`src/rtl/reg_wr_sched.sv`:
```
// reg_wr_sched: two-requester register-file write arbiter with a pending-write scoreboard; define RWS_BYPASS_EN to add write-port forwarding
module reg_wr_sched #(
   parameter int DATA_W = 16,
   parameter int NREG = 8,
   localparam int AW = $clog2(NREG)
) (
   input  logic              clk,
   input  logic              rst,
   input  logic              req0,
   input  logic              req1,
   input  logic [AW-1:0]     dr0,
   input  logic [AW-1:0]     dr1,
   input  logic [DATA_W-1:0] data0,
   input  logic [DATA_W-1:0] data1,
   output logic              gnt0,
   output logic              gnt1,
   input  logic              issue_valid,
   input  logic [AW-1:0]     issue_dr,
   input  logic [AW-1:0]     sr1,
   input  logic [AW-1:0]     sr2,
`ifdef RWS_BYPASS_EN
   output logic              fwd1_hit,
   output logic              fwd2_hit,
   output logic [DATA_W-1:0] fwd_data,
`endif
   output logic              stall,
   output logic              rf_en,
   output logic [AW-1:0]     rf_dr,
   output logic [DATA_W-1:0] rf_data
);
   logic            r_rr_ptr;
   logic [NREG-1:0] r_pending;
   logic [NREG-1:0] w_set;
   logic [NREG-1:0] w_clr;
   logic            w_grant;
   logic            w_src1;
   logic            w_src2;

   // grants: a lone request wins at once, a collision goes to r_rr_ptr; nothing is granted during reset
   always_comb begin
      gnt0    = !rst && req0 && (!req1 || !r_rr_ptr);
      gnt1    = !rst && req1 && (!req0 || r_rr_ptr);
      w_grant = gnt0 | gnt1;
      w_set   = issue_valid ? (NREG'(1) << issue_dr) : '0;
      w_clr   = rf_en ? (NREG'(1) << rf_dr) : '0;
`ifdef RWS_BYPASS_EN
      fwd1_hit = rf_en && (sr1 == rf_dr);
      fwd2_hit = rf_en && (sr2 == rf_dr);
      fwd_data = rf_data;
      w_src1   = r_pending[sr1] && !fwd1_hit;
      w_src2   = r_pending[sr2] && !fwd2_hit;
`else
      w_src1   = r_pending[sr1];
      w_src2   = r_pending[sr2];
`endif
      stall = w_src1 | w_src2;
   end

   // round-robin pointer flips only when both requesters collided
   always_ff @(posedge clk or posedge rst) begin
      if (rst) r_rr_ptr <= 1'b0;
      else if (req0 && req1) r_rr_ptr <= ~r_rr_ptr;
   end

   // scoreboard: clear on write-back, set on issue; set applied last so it wins
   always_ff @(posedge clk or posedge rst) begin
      if (rst) r_pending <= '0;
      else r_pending <= (r_pending & ~w_clr) | w_set;
   end

   // register-file write stage, one cycle after the grant; dr/data hold when idle
   always_ff @(posedge clk or posedge rst) begin
      if (rst) begin
         rf_en   <= 1'b0;
         rf_dr   <= '0;
         rf_data <= '0;
      end else begin
         rf_en <= w_grant;
         if (w_grant) begin
            rf_dr   <= gnt0 ? dr0 : dr1;
            rf_data <= gnt0 ? data0 : data1;
         end
      end
   end
endmodule

```
`config.mk`:
```
export PLATFORM = sky130hd
export DESIGN_NAME = reg_wr_sched
export DESIGN_NICKNAME = d
export VERILOG_FILES = /design/src/rtl/reg_wr_sched.sv
export SDC_FILE = /design/constraint.sdc
export NUM_CORES = 1
export LEC_CHECK = 0
export BUFFER_PORTS_ARGS = -buffer_cell sky130_fd_sc_hd__buf_2
export CORE_MARGIN = 1.5
export CORE_UTILIZATION = 48
export CTS_BUF_LIST = sky130_fd_sc_hd__clkbuf_4 sky130_fd_sc_hd__clkbuf_8 sky130_fd_sc_hd__clkbuf_16
export CTS_CLUSTER_DIAMETER = 100
export DETAILED_ROUTE_END_ITERATION = 12
export HOLD_SLACK_MARGIN = 0.05
export MAX_ROUTING_LAYER = met4
export PLACE_DENSITY_LB_ADDON = 0.25
export SLEW_MARGIN = 40
export SYNTH_ARGS = -nofsm -noshare
export SYNTH_HDL_FRONTEND = slang
export SYNTH_SLANG_ARGS = --single-unit
```
`constraint.sdc`:
```
create_clock -name clk -period 1.4 [get_ports clk]
set_input_delay 0.07 -clock clk [delete_from_list [all_inputs] [get_ports clk]]
set_output_delay 0.07 -clock clk [all_outputs]
set_load 0.02 [all_outputs]
```
Yosys cells after proc, flatten, opt, wreduce, memory -nomap -nowiden
Index checks and enable logic that the tools add are counted.

cells by class
  magnitude comparators = 2
  reduce and logical (&&, ||, !) cells = 11
  bitwise logic cells = 6
  mux-type cells = 8
  shift-type cells = 2

operators with widths
  kind                   count
  $mux W16               1
  $mux W8                2
  $shl A1 B3 Y8 const A  2
  $and A8 B8 Y8          1
  $lt A3 B4 Y1 const B   2
  $not A8 Y8             1
  $or A8 B8 Y8           1
  $bmux W1 S3            2
  $logic_and A1 B1 Y1    5
  $logic_not A1 Y1       4
  $mux W3                1
  $logic_or A1 B1 Y1     2
  $mux W1                2
  $or A1 B1 Y1           2
  $not A1 Y1             1

word-level totals
  output and inout port bits = 23
  input bits = 52
  register bits = 29

Depth between registers and ports, before layout
Gate-level depths: netlist of run 1.

  depth after elaboration = 5
  mapped depth = 5
  mapped depth without buffers = 3

Least setup slack after synthesis of run 1
OpenSTA, ideal clock, no wires.

  kind = input port to flip-flop
  start point = input rst
  end point = register rf_dr[1]
  library setup time = 0.082 ns
  setup slack = 0.165 ns
  stages on the path = 5
  path buffers = 2
  arrival time = 1.153 ns
  cell sequence = buf_4 -> inv_2 -> buf_2 -> o2111ai_1 -> a31oi_1

between the ends
  cells in the longest elaborated chain, start to end = 4
  elaborated cells between the ends (all ways) = 7
  those cells by class = mux (1); bitwise (1); reduce/logical (5)

ends and longest elaborated chain
  what                                                        line    RTL
  start: declaration                                          8       input logic rst,
  $logic_not A1 Y1 (no source line) *                         -
  $logic_and A1 B1 Y1, on equally long branches (2 in a row)  41, 42
  $mux W3 or $or A1 B1 Y1 (tied branches)                     80, 43
  end signal: assignment                                      80      rf_dr <= gnt0 ? dr0 : dr1;
  end: declaration                                            28      output logic [AW-1:0] rf_dr,

Mark *: on every way between the ends. The rest lies on a longest branch, timed or not.
A chain may end at the register's enable or synchronous reset.

Worst setup path after layout of run 1
  start point = register r_pending[7]
  end point = output stall

between the ends
  cells in the longest elaborated chain, start to end = 3
  elaborated cells between the ends (all ways) = 5
  those cells by class = mux (4); bitwise (1)

ends and longest elaborated chain
  what                                   line    RTL
  start: declaration                     32      logic [NREG-1:0] r_pending;
  start signal: assignment               68      else r_pending <= (r_pending & ~w_clr) | w_set;
  $bmux W1 S3, on equally long branches  53, 54
  $mux W1, on equally long branches      53, 54
  $or A1 B1 Y1 *                         56      stall = w_src1 | w_src2;
  end: declaration                       26      output logic stall,

Mark *: on every way between the ends. The rest lies on a longest branch, timed or not. The select of a mux whose other input is x is not followed.

==> summary.txt, run 1 <==
Critical path
  – R2R depth: 3
  – Worst path arrival time: 1490 ps
  – Critical Path, Cell by Cell: mux4_2 > mux2i_1 > nand2_1 > buf_6
  – Critical Path Sink Type: output pin
  – Startpoint Class: flop
  – Max incr delay on CP: 460 ps
  – CP Data Required Time: 1330 ps
  – Crit Path Max Fanout: 3
  – Crit Path Category: reg -> out
  – Slowest-stage cell, CP: mux4_2

Timing
  – Worst-margin pin slew: 396 ps
  – Fin Clk Skew: 4.85 ps
  – Max-Slew Margin vs Limit: 0.729
  – Endpoints failing hold: 0
  – Peak Freq: 640 MHz
  – Tmin final: 1560 ps
  – Final period util: 1.12
  – Setup ws final: -163 ps
  – Final TNS setup: -163 ps
  – Hold WS: 79.9 ps
  – Fin. max-slew vios: 0
  – Final setup viols: 1
  – RSZ-0062 raised after global routing: yes

Cells and area
  – Fraction of layout cells with a size suffix above 1: 0.454
  – Final core occ: 0.690
  – FF+latch area: slightly above 700 µm²
  – Multi-input gate area: just over 900 µm²
  – Final nets: 300
  – Fill count: 301
  – N_diodes: 0
  – Layout area overhead: 33.3%

Logic synthesis
  – Main synth FF type: dfrtp_1
  – Syn Area/Cell: 10.4 µm²
  – Most common cell in the netlist: dfrtp_1
  – Syn_nets: 223
  – Yosys top cell area share: 0.407
  – Top cells by area, synth: dfrtp_1, o2111ai_1, o21ai_0, a2111oi_2, a31oi_1
  – Synth warn: 0
  – Post-synth top area cell: dfrtp_1
  – Flops & latches, synth: 29
  – Register area share after synthesis: 0.407
  – Top cells by count, synth: dfrtp_1, o21ai_0, a31oi_1, o2111ai_1, a2111oi_0
  – Post-synth EDFFs: 0
  – Ys async rst share: 1.00
  – Synthesized cell area: 0.00178 mm²
  – Distinct cells, synth: 24
  – Synth Instances: 171

Place
  – Place WS: approximately 98 ps
  – HPWL after detailed placement: 3.29 mm
  – I/O Buffers: 74
  – Final GP Congestion: 0.795

Worst hold path
  – Hold WC Path Type: in -> reg
  – Hold Path Cell Cnt: 3

Route
  – Vias: 1,790
  – ANT nets after route: 0
  – Vias per std cell: 6.07
  – First-pass detailed-route iteration total: 4
  – WL/cell: 16.3 µm
  – DR DRC count: 0
  – Drt total wl: approximately 4.8 mm
  – 1st-iter DRT viols: 149

Global routing
  – Largest net degree at the start of global routing: 39
  – Vias in the first global route: 1,708
  – Initial antenna violation count: 0
  – Global-route usage over all layers: 0.255
  – First-pass GRT wire length: approximately 8.0 mm
  – GRT Residual Overflow: 0

Clock network
  – Clock buffer count from CTS: 5
  – Clk buf depth: 2
  – Later-pin clock latency in the skew report: 280 ps
  – CTS tree: yes
  – Clk sinks: 29
  – Root Driver: clkbuf_8
  – Clock slew at reported path FFs: 70 ps
  – H-tree Lvls: 2

Floorplan
  – Chip height: 63.9 µm
  – Die X: 63.9 µm
  – # IOs: 75
  – FP Rows: 21
  – Core area: 0.00344 mm²
  – Initial Util: 0.518
  – Die Area: 0.00409 mm²

Power and ir drop
  – VDD IR-drop max: between 0.8 and 0.9 mV
  – Pwr dens: 1600 mW/mm²
  – LEAKAGE: 0.974 nW
  – Total power: 3.81 mW

Status
  – Failing checks: negative setup slack
  – Status: finished with violations

Flow run
  – Max Cap Viol: 0
## what timing repair did
| action | 4_1_cts | 5_1_grt |
|---|---|---|
| resized for setup | 6 | 8 |
| endpoints found under the setup margin | 1 | 16 |
| cloned | 0 | 0 |
| buffers inserted | 0 | 1 |
| hold buffers | 3 | 0 |
| endpoints found under the hold margin | 24 | 0 |
| pin swaps | 1 | 1 |
## state kept, by name, indices dropped and copies added (netlist names)
signal     cells
rf_data       16
r_pending      8
r_rr_ptr       1
rf_en          1
rf_dr          3
## where the power goes
group	switching [mW]	total, mW	internal [mW]
combinational	0.940	1.64	0.702
sequential	0.236	1.39	1.15
clock	0.333	0.777	0.444
total	1.51	3.81	2.30
## final cells by class
class	instances	area share
Inverter	3	0.00474
Sequential cell	29	0.305
Tap cell	46	0.0242
Clock inverter	1	0.00211
Multi-Input combinational cell	117	0.382
Timing Repair Buffer	92	0.241
Clock buffer	7	0.0405
## cell usage in the layout, fill, tap and decap left out, drive strengths merged
cell / count
mux4: 4
inv: 3
a2111oi: 19
xnor2: 1
nand2: 7
nand2b: 7
clkbuf: 7
dfrtp: 29
o31ai: 4
dlygate4sd3: 3
o2111ai: 19
nand3: 1
nor2: 1
clkinv: 1
mux2i: 2
buf: 89
nor2b: 1
o21ai: 32
a31oi: 19
## cell families (layout without fill, tap and decap cells)
logic type / after synthesis / count (layout) / synth area share
xor gates and xnor gates: 1 / 1 / 0.00491
buffers and inverters: 25 / 103 / 0.0814
AOI/OAI and AO/OA: 93 / 93 / 0.389
and+or+nand+nor: 17 / 17 / 0.0477
muxes: 6 / 6 / 0.0702
DFF: 29 / 29 / 0.407
## critical path, delay by kind of cell (launching register included)
kind	cells	cell delay, ps
DFF	1	390
buffers and inverters	1	130
and+or+nand+nor	1	80
muxes	2	610
## path summary, 6_finish.rpt
| path | slack, ps | endpoint | start |
|---|---|---|---|
| min in group asynchronous | 570 | rf_data[6] | rst |
| hold reg to reg | 540 | r_pending[7] | r_pending[7] |
| max in group asynchronous | 510 | rf_dr[1] | rst |
| setup / recovery | -160 | stall | r_pending[7] |
| hold / removal | 80 | rf_data[1] | data0[1] |
| setup reg to reg | 120 | rf_data[14] | r_rr_ptr |
## metal layers
metal,share of wire,wire length (µm),up-vias,GRT usage
met4,0.011,55,0,0.0815
met2,0.47,2240,83,0.379
met1,0.45,2180,844,0.348
met5,0,0,-,-
li1,-,-,857,-
met3,0.069,332,6,0.0546
## metrics by stage
stage | instances | cell area (µm²)
6_report | 295 | 2380
5_1_grt | 295 | 2380
4_1_cts | 294 | 2340
3_5_place_dp | 283 | 2220
3_3_place_gp | 283 | 2220
2_1_floorplan | 171 | 1780
(Power assumes the default switching activity.)
==> inputs of run 2 (changes only) <==
Settings changed: REMOVE_ABC_BUFFERS set to 1.
==> summary.txt, run 2 (synthesized netlist as in run 1, its figures left out) <==
Status
  – Status: finished with violations
  – Failing checks: negative setup slack

Floorplan
  – Initial Util: 0.518 (unchanged)
  – Chip height: 63.9 µm (unchanged)
  – Die Area: 0.00409 mm² (unchanged)
  – # IOs: 75 (unchanged)
  – Core area: 0.00344 mm² (unchanged)
  – FP Rows: 21 (unchanged)
  – Die X: 63.9 µm (unchanged)

Timing
  – Tmin final: 1580 ps (+13.1 ps)
  – Endpoints failing hold: 0 (unchanged)
  – Setup ws final: -176 ps (-13.1 ps)
  – Worst-margin pin slew: 418 ps (+22.5 ps)
  – Final setup viols: 2 (+1)
  – Final period util: 1.13 (+0.00937)
  – Final TNS setup: -182 ps (-19.8 ps)
  – RSZ-0062 raised after global routing: yes
  – Peak Freq: 635 MHz (-0.83%)
  – Max-Slew Margin vs Limit: 0.714 (-0.0154)
  – Fin Clk Skew: 6.08 ps (+1.23 ps)
  – Fin. max-slew vios: 0 (unchanged)

Critical path
  – Worst setup path start: r_pending[2]
  – Crit Path Max Fanout: 3 (unchanged)
  – Startpoint Class: flop
  – Worst path arrival time: 1510 ps (+20 ps)
  – Reg2reg start: r_rr_ptr
  – Crit Path Category: reg -> out
  – CP Data Required Time: 1330 ps (about the same)
  – Critical Path Sink Type: output pin

Power and ir drop
  – Sw power: 1.57 mW (+3.8%)
  – Pwr dens: 1570 mW/mm² (-1.9%)
  – Flop pwr share: 0.348 (-0.017)
  – Clk network pwr share: 0.188 (-0.016)
  – VDD IR-drop max: 1.06 mV (+31%)
  – LEAKAGE: 1.05 nW (+7.4%)
  – P_int: 2.41 mW (+4.8%)
  – Combinational power share: 0.464 (+0.033)
  – Sw Ratio: 0.394 (-0.00228)

Worst hold path
  – Hold WC Path Type: in -> reg
  – Hold_sp: data0[6]

Global routing
  – Largest net degree at the start of global routing: 39 (unchanged)
  – Initial antenna violation count: 0 (unchanged)
  – Global-route usage over all layers: 0.260 (+0.00554)
  – Vias in the first global route: 1,783 (+4.4%)
  – First-pass GRT wire length: 8.30 mm (+3.4%)
  – GRT Residual Overflow: 0 (unchanged)

Route
  – Drt total wl: 5.10 mm (+6.3%)
  – Vias: 1,882 (+5.1%)
  – ANT nets after route: 0 (unchanged)
  – First-pass detailed-route iteration total: 4 (unchanged)
  – Vias per std cell: 6.15 (+1.4%)
  – DR DRC count: 0 (unchanged)
  – WL/cell: 16.7 µm (+2.5%)
  – 1st-iter DRT viols: 128 (-14%)

Cells and area
  – Most frequent cells in the layout: buf_2, dfrtp_1, o21ai_0
  – Top Registers: rf_data: 16 flops, r_pending: 8 flops, rf_dr: 3 flops
  – Final nets: 311 (+3.7%)
  – Commonest non-fill, non-tap cell in the layout: buf_2
  – Layout area overhead: 41.8%
  – Most flop-heavy register: rf_data
  – Max FFs per register: 16 (unchanged)
  – N_diodes: 0 (unchanged)
  – Fraction of layout cells with a size suffix above 1: 0.485 (+0.0308)

Clock network
  – CTS tree: yes
  – Clk buf depth: 2 (unchanged)
  – Clock slew at reported path FFs: 60 ps (about the same)
  – H-tree Lvls: 2 (unchanged)
  – Later-pin clock latency in the skew report: 280 ps (about the same)
  – Clk sinks: 29 (unchanged)
  – Root Driver: clkbuf_8
  – Clock buffer count from CTS: 5 (unchanged)

Place
  – I/O Buffers: 74 (unchanged)
  – Final GP Congestion: 0.772 (-3.0%)
  – Place WS: 84.0 ps (-13.5 ps)
  – HPWL after detailed placement: 3.34 mm (+1.5%)

Flow run
  – Max Cap Viol: 0 (unchanged)
-- run 2: cell types whose count changed in the layout (fill, tap and decap cells not counted), moves of 2 or more --
cell,previous run,this run
a2111oi_1,3,1
a2111oi_4,0,3
buf_12,4,2
buf_4,10,19
buf_6,2,6
-- run 2: cell type report --
cell class	count	area (µm²)
fillers	264	913
flip-flops and latches	29	726
repair buffers	103	668
inverters	3	11.3
clock buffers	7	96.3
clock inverters	1	5.00
well taps	46	57.6
multi-input cells	117	965
-- run 2: critical path, stage by stage (launching register included) --
cell and delay [ps]:
dfrtp_1 390, mux4_1 500, mux2i_1 130, nand2_1 80, buf_6 130
-- run 2: power by group through the flow --
stage,combinational (mW),clock [mW],sequential [mW]
after floorplan,0.599,0,1.68
after global placement,1.56,0,1.36
after detailed placement,1.57,0,1.37
after CTS,1.65,0.758,1.37
after global routing,2.02,0.797,1.42
final,1.85,0.749,1.38
-- run 2: final timing paths --
kind | endpoint | slack, ps | depth (start not counted)
setup / recovery | stall | -180 | 4
max in group asynchronous | rf_dr[1] | 720 | 5
hold reg to reg | r_pending[0] | 540 | 2
setup reg to reg | rf_data[14] | 40 | 4
min in group asynchronous | rf_data[15] | 320 | 4
hold / removal | rf_data[6] | 80 | 3
-- run 2: metrics by stage --
stage,util,area (µm²),instances,total power [mW],hold WS (ps)
floorplan,-,1650,149,2.28,69.7
global placement,0.648,2230,286,2.92,238
detailed placement,0.648,2230,286,2.94,248
CTS,0.693,2380,299,3.78,82.4
global route,0.735,2530,306,4.23,91.7
finish,0.735,2530,306,3.98,83.5
-- run 2: metal layers --
layer / track usage / vias to the layer above / routed length (µm)
li1: - / 884 / -
met1: 0.347 / 904 / 2220
met2: 0.405 / 88 / 2440
met3: 0.0599 / 6 / 414
met4: 0.0598 / 0 / 33
met5: - / - / 0
-- run 2: repair_timing --
action | CTS | global route
endpoints found under the hold margin | 20 | 0
gates cloned | 0 | 1
buffers inserted | 2 | 6
resized for setup | 9 | 14
pin swaps | 0 | 1
hold buffers | 3 | 0
setup endpoints to repair | 2 | 8
==> inputs of run 3 (changes only) <==
Clock period 1.4 ns to 1.79 ns, I/O delays scaled along.
==> summary.txt, run 3 (synthesized netlist as in run 1, its figures left out) <==
Status
  – Status: finished clean

Floorplan
  – Die X: 63.9 µm (unchanged)
  – Core area: 0.00344 mm² (unchanged)
  – Initial Util: 0.518 (unchanged)
  – FP Rows: 21 (unchanged)
  – Chip height: 63.9 µm (unchanged)
  – # IOs: 75 (unchanged)
  – Die Area: 0.00409 mm² (unchanged)

Cells and area
  – Max FFs per register: 16 (unchanged)
  – Fraction of layout cells with a size suffix above 1: 0.419 (-0.0659)
  – Top Registers: rf_data: 16 flops, r_pending: 8 flops, rf_dr: 3 flops
  – Most flop-heavy register: rf_data
  – Most frequent cells in the layout: buf_2, dfrtp_1, o21ai_0
  – Final nets: 298 (-4.2%)
  – Commonest non-fill, non-tap cell in the layout: buf_2
  – N_diodes: 0 (unchanged)
  – Layout area overhead: 30.2%
  – Post-Layout Cell Count: 292 (-4.6%)
  – Design area: 0.00232 mm² (-8.2%)

Global routing
  – GR Layer Usage met3: 0.0634 (+0.00352)
  – First-pass GRT wire length: 7.98 mm (-3.8%)
  – Initial antenna violation count: 0 (unchanged)
  – Global-route usage over all layers: 0.254 (-0.00563)
  – Met2 GRT Util: 0.400 (-0.00521)
  – GRT Max-Usage Layer: met2
  – GRT Residual Overflow: 0 (unchanged)
  – Vias in the first global route: 1,729 (-3.0%)
  – Largest net degree at the start of global routing: 39 (unchanged)
  – Met1 Use GR: 0.341 (-0.00652)

Clock network
  – Clock slew at reported path FFs: 60 ps (about the same)
  – Later-pin clock latency in the skew report: 280 ps (about the same)
  – Clk sinks: 29 (unchanged)
  – Post-CTS sizing: 0 (-9)
  – CTS tree: yes
  – Clk buf depth: 2 (unchanged)
  – Root Driver: clkbuf_8
  – Clock buffer count from CTS: 5 (unchanged)
  – Setup bufs post-CTS: 0 (-2)
  – H-tree Lvls: 2 (unchanged)

Place
  – Post-DP Area: 0.00219 mm² (-1.7%)
  – Placed insts: 281 (-1.7%)
  – Place WS: 404 ps (+320 ps)
  – Final GP Congestion: 0.877 (+14%)
  – HPWL after detailed placement: 3.33 mm (-0.27%)
  – I/O Buffers: 74 (unchanged)

Route
  – Vias per std cell: 6.04 (-1.8%)
  – Vias: 1,764 (-6.3%)
  – Drt total wl: 4.74 mm (-7.1%)
  – First-pass detailed-route iteration total: 4 (unchanged)
  – 1st-iter DRT viols: 149 (+16%)
  – ANT nets after route: 0 (unchanged)
  – DR DRC count: 0 (unchanged)
  – WL/cell: 16.2 µm (-2.6%)

Timing
  – Max-Slew Margin vs Limit: 0.553 (-0.162)
  – RSZ-0062 raised after global routing: no
  – Final period util: 0.909
  – Fin Clk Skew: 6.24 ps (+0.164 ps)
  – Hold WS: 77.7 ps (-5.84 ps)
  – Peak Freq: 615 MHz
  – Worst-margin pin slew: 670 ps (+252 ps)
  – Fin. max-slew vios: 0 (unchanged)
  – Setup ws final: 164 ps (+339 ps)
  – Final setup viols: 0 (-2)
  – Tmin final: 1630 ps
  – Endpoints failing hold: 0 (unchanged)

Power and ir drop
  – Clk network pwr share: 0.192 (+0.004)
  – Sw Ratio: 0.398 (+0.00431)
  – Combinational power share: 0.431 (-0.033)
  – LEAKAGE: 0.954 nW (-8.9%)
  – Total power: 2.86 mW (-28%)
  – Sw power: 1.14 mW (-27%)
  – P_int: 1.72 mW (-29%)
  – Flop pwr share: 0.376 (+0.028)
  – VDD IR-drop max: 0.684 mV (-35%)
  – Pwr dens: 1230 mW/mm² (-22%)

Flow run
  – Max Cap Viol: 0 (unchanged)

Critical path
  – Crit Path Max Fanout: 3 (unchanged)
  – CP Data Required Time: 1700 ps (+370 ps)
  – Critical Path Sink Type: output pin
  – Crit Path Category: reg -> out
  – Slowest-stage cell, CP: mux4_1
  – Startpoint Class: flop
  – Max incr delay on CP: 510 ps (about the same)
  – Worst path arrival time: 1540 ps (+30 ps)
  – Critical Path, Cell by Cell: mux4_1 > mux2i_1 > nand2_1 > buf_2

Worst hold path
  – Hold WC Path Type: in -> async
==> run 3: stage by stage <==
| stage | util | TNS (ps) |
|---|---|---|
| after floorplan | - | -1620 |
| after global placement | 0.637 | 0 |
| after detailed placement | 0.637 | 0 |
| after CTS | 0.675 | 0 |
| after global routing | 0.675 | 0 |
| final | 0.675 | 0 |
==> run 3: layout make-up <==
type                       count  area, µm²
clock buffer                   7       90.1
fill                         284       1120
inverter                       3       11.3
multi-input combinational    117        912
sequential                    29        726
tap                           46       57.6
timing repair buffer          90        526
==> run 3: layer usage <==
metal / part of all wire / wire (µm)
met1: 0.45 / 2160
met2: 0.48 / 2260
met3: 0.064 / 304
met4: 0.0048 / 23
met5: 0 / 0
==> run 3: repair_timing <==
item,4_1_cts,5_1_grt
hold endpoints to repair,12,0
hold buffers,4,0
setup endpoints to repair,0,0
==> run 3: path summary, 6_finish.rpt <==
path,end,slack (ps),cells after the start,start
max,stall,160,4,r_pending[3]
min in group clk,rf_data[8],100,3,data0[8]
max in group asynchronous,r_pending[0],810,3,rst
min reg2reg,r_pending[6],540,2,r_pending[6]
max reg2reg,r_pending[4],290,4,rf_en
min,rf_data[0],80,3,rst
==> run 3: critical path: cells and delay by family, from the launching register on <==
family | cells | cell delay [ps]
simple gates | 1 | 60
buf+inv | 1 | 150
mux | 2 | 650
flops | 1 | 400
==> run 3: power groups by stage <==
stage / logic, mW / registers [mW] / clock network, mW
global route: 1.35 / 1.11 / 0.592
floorplan: 0.468 / 1.31 / 0
global placement: 1.19 / 1.07 / 0
detailed placement: 1.21 / 1.08 / 0
finish: 1.23 / 1.07 / 0.550
CTS: 1.23 / 1.08 / 0.565
